[src/rtl/muldiv_sequencer_pkg.sv]
// Shared ALU control codes and muldiv sequencer state encoding.
// Exports OP* codes, mds_state_e and op-class decode helpers.
package muldiv_sequencer_pkg;

  localparam logic [4:0] OPADD    = 5'b00010;
  localparam logic [4:0] OPMUL    = 5'b10000;
  localparam logic [4:0] OPMULH   = 5'b10001;
  localparam logic [4:0] OPMULHSU = 5'b10010;
  localparam logic [4:0] OPMULHU  = 5'b10011;
  localparam logic [4:0] OPDIV    = 5'b10100;
  localparam logic [4:0] OPDIVU   = 5'b10101;
  localparam logic [4:0] OPREM    = 5'b10110;
  localparam logic [4:0] OPREMU   = 5'b10111;

  typedef enum logic [1:0] {
    MDS_IDLE  = 2'd0,
    MDS_CALC  = 2'd1,
    MDS_FIXUP = 2'd2,
    MDS_DONE  = 2'd3
  } mds_state_e;

  function automatic logic op_is_md(input logic [4:0] op);
    return op[4:3] == 2'b10;
  endfunction

  function automatic logic op_is_div(input logic [4:0] op);
    return (op == OPDIV) || (op == OPDIVU) ||
           (op == OPREM) || (op == OPREMU);
  endfunction

  function automatic logic op_is_rem(input logic [4:0] op);
    return (op == OPREM) || (op == OPREMU);
  endfunction

  function automatic logic op_signed_a(input logic [4:0] op);
    return (op == OPMULH) || (op == OPMULHSU) ||
           (op == OPDIV) || (op == OPREM);
  endfunction

  function automatic logic op_signed_b(input logic [4:0] op);
    return (op == OPMULH) || (op == OPDIV) || (op == OPREM);
  endfunction

endpackage

[src/rtl/muldiv_core.sv]
// Radix-2 iteration datapath: shift-add multiply / restoring divide on magnitudes.
// Ports: clk, rst, load (acc_init/opnd/is_div), step (one iteration), acc out.
module muldiv_core
  import muldiv_sequencer_pkg::*;
#(
  parameter int WIDTH = 64
) (
  input  logic               clk,
  input  logic               rst,
  input  logic               load,
  input  logic               step,
  input  logic               is_div,
  input  logic [2*WIDTH-1:0] acc_init,
  input  logic [WIDTH-1:0]   opnd,
  output logic [2*WIDTH-1:0] acc
);

  logic [2*WIDTH-1:0] acc_q, acc_d;
  logic [WIDTH-1:0]   opnd_q, opnd_d;
  logic               div_q, div_d;
  logic [WIDTH:0]     add_sum;
  logic [WIDTH:0]     shl;
  logic [WIDTH-1:0]   dif;
  logic               ge;

  always_comb begin
    acc_d   = acc_q;
    opnd_d  = opnd_q;
    div_d   = div_q;
    // mul: hi half accumulates, lo half shifts multiplier out
    add_sum = {1'b0, acc_q[2*WIDTH-1:WIDTH]} +
              (acc_q[0] ? {1'b0, opnd_q} : '0);
    // div: hi half is partial remainder, lo half dividend -> quotient
    shl     = {acc_q[2*WIDTH-1:WIDTH], acc_q[WIDTH-1]};
    ge      = shl >= {1'b0, opnd_q};
    dif     = shl[WIDTH-1:0] - opnd_q;
    if (load) begin
      acc_d  = acc_init;
      opnd_d = opnd;
      div_d  = is_div;
    end else if (step) begin
      if (div_q) begin
        acc_d = ge ? {dif, acc_q[WIDTH-2:0], 1'b1}
                   : {shl[WIDTH-1:0], acc_q[WIDTH-2:0], 1'b0};
      end else begin
        acc_d = {add_sum, acc_q[WIDTH-1:1]};
      end
    end
  end

  always_ff @(posedge clk) begin
    if (rst) begin
      acc_q  <= '0;
      opnd_q <= '0;
      div_q  <= 1'b0;
    end else begin
      acc_q  <= acc_d;
      opnd_q <= opnd_d;
      div_q  <= div_d;
    end
  end

  assign acc = acc_q;

endmodule

[src/rtl/muldiv_sequencer.sv]
// Iterative mul/div unit with start/ready/done handshake, kill and sign fixup.
// Ports: iCLK iRST iStart iKill iALUControl iA iB -> oReady oDone oResult oIllegal.
// Option: MULDIV_EARLY_OUT_EN skips CALC for A=0, B=0 or MUL* with B=1.
module muldiv_sequencer
  import muldiv_sequencer_pkg::*;
#(
  parameter int WIDTH = 64,
  parameter int CNTW  = 7
) (
  input  logic             iCLK,
  input  logic             iRST,
  input  logic             iStart,
  input  logic             iKill,
  input  logic [4:0]       iALUControl,
  input  logic [WIDTH-1:0] iA,
  input  logic [WIDTH-1:0] iB,
  output logic             oReady,
  output logic             oDone,
  output logic [WIDTH-1:0] oResult,
  output logic             oIllegal
);

  mds_state_e         state_q, state_d;
  logic [CNTW-1:0]    cnt_q, cnt_d;
  logic [4:0]         op_q, op_d;
  logic               neg_q, neg_d;
  logic               bz_q, bz_d;
  logic               ill_q, ill_d;
  logic [WIDTH-1:0]   araw_q, araw_d;
  logic [WIDTH-1:0]   res_q, res_d;

  logic               a_neg, b_neg, is_div_in, eo_in;
  logic               load, step;
  logic [WIDTH-1:0]   a_mag, b_mag, opnd_in;
  logic [2*WIDTH-1:0] acc_init, acc, prod;
  logic [WIDTH-1:0]   quo, rem, fix_res;

  muldiv_core #(.WIDTH(WIDTH)) u_core (
    .clk      (iCLK),
    .rst      (iRST),
    .load     (load),
    .step     (step),
    .is_div   (is_div_in),
    .acc_init (acc_init),
    .opnd     (opnd_in),
    .acc      (acc)
  );

  always_comb begin
    a_neg     = op_signed_a(iALUControl) & iA[WIDTH-1];
    b_neg     = op_signed_b(iALUControl) & iB[WIDTH-1];
    a_mag     = a_neg ? -iA : iA;
    b_mag     = b_neg ? -iB : iB;
    is_div_in = op_is_div(iALUControl);
    opnd_in   = is_div_in ? b_mag : a_mag;
    acc_init  = is_div_in ? {{WIDTH{1'b0}}, a_mag}
                          : {{WIDTH{1'b0}}, b_mag};
`ifdef MULDIV_EARLY_OUT_EN
    // preload the finished magnitude so FIXUP sees the full-path value
    eo_in = (iA == '0) || (iB == '0) ||
            (!is_div_in && (iB == WIDTH'(1)));
    if (!is_div_in && (iA == '0))
      acc_init = '0;
    else if (!is_div_in && (iB == WIDTH'(1)))
      acc_init = {{WIDTH{1'b0}}, a_mag};
`else
    eo_in = 1'b0;
`endif
  end

  always_comb begin
    prod    = neg_q ? -acc : acc;
    quo     = neg_q ? -acc[WIDTH-1:0] : acc[WIDTH-1:0];
    rem     = neg_q ? -acc[2*WIDTH-1:WIDTH]
                    : acc[2*WIDTH-1:WIDTH];
    fix_res = '0;
    unique case (1'b1)
      op_q == OPMUL:
        fix_res = prod[WIDTH-1:0];
      op_q == OPMULH, op_q == OPMULHU, op_q == OPMULHSU:
        fix_res = prod[2*WIDTH-1:WIDTH];
      op_is_rem(op_q):
        fix_res = bz_q ? araw_q : rem;
      default:
        fix_res = bz_q ? '0 : quo;
    endcase
  end

  always_comb begin
    state_d = state_q;
    cnt_d   = cnt_q;
    op_d    = op_q;
    neg_d   = neg_q;
    bz_d    = bz_q;
    ill_d   = ill_q;
    araw_d  = araw_q;
    res_d   = res_q;
    load    = 1'b0;
    step    = 1'b0;
    unique case (state_q)
      MDS_IDLE, MDS_DONE: begin
        if (iStart) begin
          op_d   = iALUControl;
          neg_d  = op_is_rem(iALUControl) ? a_neg : (a_neg ^ b_neg);
          bz_d   = (iB == '0);
          araw_d = iA;
          cnt_d  = '0;
          if (op_is_md(iALUControl)) begin
            ill_d   = 1'b0;
            load    = 1'b1;
            state_d = eo_in ? MDS_FIXUP : MDS_CALC;
          end else begin
            ill_d   = 1'b1;
            res_d   = '0;
            state_d = MDS_DONE;
          end
        end else begin
          state_d = MDS_IDLE;
        end
      end
      MDS_CALC: begin
        if (iKill) begin
          state_d = MDS_IDLE;
        end else begin
          step  = 1'b1;
          cnt_d = cnt_q + CNTW'(1);
          if (cnt_q == CNTW'(WIDTH - 1))
            state_d = MDS_FIXUP;
        end
      end
      MDS_FIXUP: begin
        if (iKill) begin
          state_d = MDS_IDLE;
        end else begin
          res_d   = fix_res;
          state_d = MDS_DONE;
        end
      end
      default: state_d = MDS_IDLE;
    endcase
  end

  always_ff @(posedge iCLK) begin
    if (iRST) begin
      state_q <= MDS_IDLE;
      cnt_q   <= '0;
      op_q    <= '0;
      neg_q   <= 1'b0;
      bz_q    <= 1'b0;
      ill_q   <= 1'b0;
      araw_q  <= '0;
      res_q   <= '0;
    end else begin
      state_q <= state_d;
      cnt_q   <= cnt_d;
      op_q    <= op_d;
      neg_q   <= neg_d;
      bz_q    <= bz_d;
      ill_q   <= ill_d;
      araw_q  <= araw_d;
      res_q   <= res_d;
    end
  end

  assign oReady   = (state_q == MDS_IDLE) || (state_q == MDS_DONE);
  assign oDone    = (state_q == MDS_DONE);
  assign oResult  = res_q;
  assign oIllegal = oDone & ill_q;

endmodule

[config.mk]
export PLATFORM = sky130hd
export DESIGN_NAME = muldiv_sequencer
export DESIGN_NICKNAME = d
export VERILOG_FILES = /design/src/rtl/muldiv_sequencer_pkg.sv /design/src/rtl/muldiv_core.sv /design/src/rtl/muldiv_sequencer.sv
export SDC_FILE = /design/constraint.sdc
export NUM_CORES = 2
export LEC_CHECK = 0
export BUFFER_PORTS_ARGS = -buffer_cell sky130_fd_sc_hd__buf_4
export CAP_MARGIN = 20
export CELL_PAD_IN_SITES_DETAIL_PLACEMENT = 0
export CELL_PAD_IN_SITES_GLOBAL_PLACEMENT = 2
export CORE_MARGIN = 2
export CORE_UTILIZATION = 25
export DETAILED_ROUTE_END_ITERATION = 6
export PLACE_DENSITY_LB_ADDON = 0.1
export SLEW_MARGIN = 0
export SYNTH_ARGS = -nofsm -noshare
export SYNTH_HDL_FRONTEND = slang
export SYNTH_SLANG_ARGS = --single-unit
[constraint.sdc]
create_clock -name iCLK -period 5.6 [get_ports iCLK]
set_clock_uncertainty 0.2 [all_clocks]
set_input_delay 1.12 -clock iCLK [delete_from_list [all_inputs] [get_ports iCLK]]
set_output_delay 1.12 -clock iCLK [all_outputs]
set_load 0.005 [all_outputs]
==> results.ini <==
[power_and_ir_drop]
switchingPower_mw = 7.933
maximum_vdd_ir_drop_mv = 0.2885
share_of_power_burned_in_combinational_logic_pct = 57.4
power_report.internal_total_mw = 7.349
pwr-share-clk_pct = 21.7
power.static_leakage_nw = 14.58
power.share.switching_pct = 51.91
pwr_density_cell_mw_per_mm2 = 413.8
seq_pwr_share_pct = 20.9
design_power_total_mw = 15.28

[detailed_routing]
vias = 35840
final_antenna_net_count = 0
drt_drc = 0
detailed_routing_iterations_pass_1 = 6
vias_per_cell = 5.719
average_routed_wire_per_standard_cell_um = 32.10
wl_mm = 201.2
iter_0_drt_violations = 4116

[place]
numPortBuffers = 203
gpl.final_weighted_congestion = 0.9535
dp_hpwl_mm = 161.1
number_of_cells_in_the_design_after_placement = 6175

[logic_synthesis]
synth_flop_cell = sky130_fd_sc_hd__dfxtp_1
synth.area.top_cells = sky130_fd_sc_hd__dfxtp_1, sky130_fd_sc_hd__a21oi_1, sky130_fd_sc_hd__nand2_1
post_synth_inst_count = 4494
synthesis.nets = 4769
async_reset_ff_share_pct = 0
syn_area_per_cell_um2 = 7.001
yosysWarnings = 0
post-synth-top-area-cell = sky130_fd_sc_hd__dfxtp_1
synth-edff-count = 0
cell_area_after_technology_mapping_mm2 = 0.03146
synth.lib_cells_used.distinct = 93
synth.yosys.seq_area_share_pct = 21.51
synth_most_common_cell = sky130_fd_sc_hd__nand2_1
synth_top_area_share_pct = 21.51
postSynthRegisterBits = 338
post_synth_most_frequent_cells = sky130_fd_sc_hd__nand2_1, sky130_fd_sc_hd__a21oi_1, sky130_fd_sc_hd__nor2_1

[timing]
tightest_slew_ns = 1.199
setup_viol = 0
finalHoldWorstSlack_ns = 0.2407
setup_repair_after_global_routing_missed_its_margin = false
maxSlewViolCount = 0
fmax_ghz = 0.1885
finalHoldViolCount = 0
fin_setup_tns_ns = 0
slew_headroom_pct = 19.75
period_needed_ns = 5.306
crit_share_post_route_pct = 94.76

[critical_path]
worstSetupEndpointType = flip-flop
critical_path_arrival_ns = 5.67
crit_path_max_incr_delay_ns = 0.51
timing.critical_path.slowest_stage_cell = sky130_fd_sc_hd__a211oi_1
timing.critical_path.mode_cell = sky130_fd_sc_hd__a211oi_1
critPathRequiredTime_ns = 5.96
worstSetupPathType = flip-flop to flip-flop
timing.critical_path.fanout_max = 6
worstSetupStartpointType = flip-flop
crit_path_cell_trace = buf_4 -> ha_1 -> a211oi_1 -> o21bai_1 -> a211oi_1 -> o221ai_1 -> a41oi_1 -> buf_4 -> o21ai_0 -> a31oi_1 -> o21ai_0 -> a211oi_1 -> mux2i_1 -> a32o_1

[layout]
finish.utilization_pct = 29.49
number_of_filler_cells_placed_in_the_layout = 13890
area_growth_syn_to_layout_pct = 17.38
finalNetCount = 4851
layout.cells.non_filler = 6268
layout_cells_sized_above_1_pct = 12.16

[clocking]
cts_tree = yes
clk_pin_slew_worst_paths_ns = 0.07
holdBufCountCts = 0
cts_buffers = 48
worstSkewPairLatency_ns = 0.68
cts_max_level = 2
cts_sinks = 338
cts.root.buffer_cell = sky130_fd_sc_hd__clkbuf_16
post_cts.repair.setup_buffers = 0
cts-root-to-sink-buffers = 3
ctsResizeCount = 0

[global_routing]
grt_pass1_vias = 33570
grt_max_degree = 141
wire_length_of_the_first_global_routing_pass_mm = 276.3
grt_antenna_before_repair = 9
track_usage_pct = 30.33
grt.overflow.total = 0

[floorplan]
die_y_um = 358.7
design.die.area_mm2 = 0.1287
io_pins = 204
floorplan.core_area_mm2 = 0.1252
num_rows = 130
die_w_um = 358.7
floorplan.initialDensity_pct = 25.12

[hold_path]
min_path_type = flip-flop to flip-flop

[run_status]
status = complete, no violations

[job]
reported_max_cap_violation_count = 0

## metrics by stage
step / worst slack [ns] / area [um^2]
floorplan: 1.366 / 31460
global placement: 0.2619 / 35290
detailed placement: 0.3874 / 35290
CTS: 0.3830 / 36910
global route: 0.1265 / 36920
finish: 0.2936 / 36930
## path summary, 6_finish.rpt
kind | cells past startpoint | startpoint | endpoint | slack (ns)
hold / removal | 2 | oResult[44] | oResult[44] | 0.24
hold reg to reg | 2 | oResult[44] | oResult[44] | 0.24
setup / recovery | 14 | u_core.acc[65] | u_core.acc[120] | 0.29
setup reg to reg | 14 | u_core.acc[65] | u_core.acc[120] | 0.29
## final cells by class
type                    count  area (um^2)  area share, %
inverters                 140        525.5          1.423
diodes                      5        12.51        0.03388
well taps                1650         2064          5.590
clock inverters            22        269.0         0.7284
repair buffers            388         3014          8.162
clock buffers              65         1356          3.673
multi-input cells        3660        22910          62.04
flip-flops and latches    338         6778          18.35
## worst max-delay path, delay by kind of cell, from the launching register on
kind | cells | cell delay (ns)
AO/OA/AOI/OAI | 10 | 3.71
adder cells (fa/ha/maj) | 1 | 0.27
buffers and inverters | 2 | 0.45
flip-flops | 1 | 0.42
multiplexers | 1 | 0.16
## layer usage
layer	GRT usage [%]	share of wire, %
met4	11.13	4.2
met1	43.27	46
met3	4.558	6.8
met5	0	0.012
met2	45.78	43
## flip-flops by register name, indices dropped and copies added (netlist names)
signal,cells
ill_q,1
state_q,2
bz_q,1
u_core.opnd_q,64
cnt_q,7
neg_q,1
op_q,5
oResult,64
u_core.acc,128
araw_q,64
u_core.div_q,1
## logic make-up after synthesis
family / Yosys count / synth area share (%)
flip-flops: 338 / 21.51
AO/OA/AOI/OAI: 1512 / 30.68
XOR/XNOR: 408 / 11.36
adder cells (fa/ha/maj): 138 / 5.536
buffers and inverters: 496 / 6.005
multiplexers: 91 / 2.951
AND/OR/NAND/NOR: 1511 / 21.96
## cells in the final DEF, fill, tap and decap left out, types with 14 or more instances in the layout
master and instances:
sky130_fd_sc_hd__o221ai_1 36, sky130_fd_sc_hd__xnor2_1 211, sky130_fd_sc_hd__nor3_1 107, sky130_fd_sc_hd__a221oi_1 70
sky130_fd_sc_hd__o211ai_1 58, sky130_fd_sc_hd__o31ai_1 57, sky130_fd_sc_hd__nand3_1 78, sky130_fd_sc_hd__o21ai_0 335
sky130_fd_sc_hd__and3_1 22, sky130_fd_sc_hd__a21oi_1 472, sky130_fd_sc_hd__clkbuf_16 49, sky130_fd_sc_hd__a211oi_1 49
sky130_fd_sc_hd__a222oi_1 18, sky130_fd_sc_hd__o22ai_1 51, sky130_fd_sc_hd__o21bai_1 37, sky130_fd_sc_hd__mux2i_1 77
sky130_fd_sc_hd__or4_1 28, sky130_fd_sc_hd__nor4_1 27, sky130_fd_sc_hd__nand2b_1 32, sky130_fd_sc_hd__dfxtp_1 335
sky130_fd_sc_hd__or2_2 17, sky130_fd_sc_hd__ha_1 136, sky130_fd_sc_hd__and2_1 19, sky130_fd_sc_hd__a22oi_1 34
sky130_fd_sc_hd__nor2_1 410, sky130_fd_sc_hd__a31oi_1 46, sky130_fd_sc_hd__or3_1 58, sky130_fd_sc_hd__nand4_1 59
sky130_fd_sc_hd__inv_1 138, sky130_fd_sc_hd__xor2_1 197, sky130_fd_sc_hd__mux2_2 14, sky130_fd_sc_hd__nand2_1 580
sky130_fd_sc_hd__o41ai_1 26, sky130_fd_sc_hd__a21o_1 72, sky130_fd_sc_hd__a32o_1 18, sky130_fd_sc_hd__buf_4 378
## power by group through the flow
stage | logic, mW | clock network, mW | registers, mW
CTS | 8.61 | 3.34 | 3.16
global placement | 8.67 | 0 | 3.21
floorplan | 5.05 | 0 | 2.92
finish | 8.77 | 3.31 | 3.20
global route | 9.23 | 3.43 | 3.21
detailed placement | 8.57 | 0 | 3.22
Note: power is estimated with default switching activity, not from simulation.
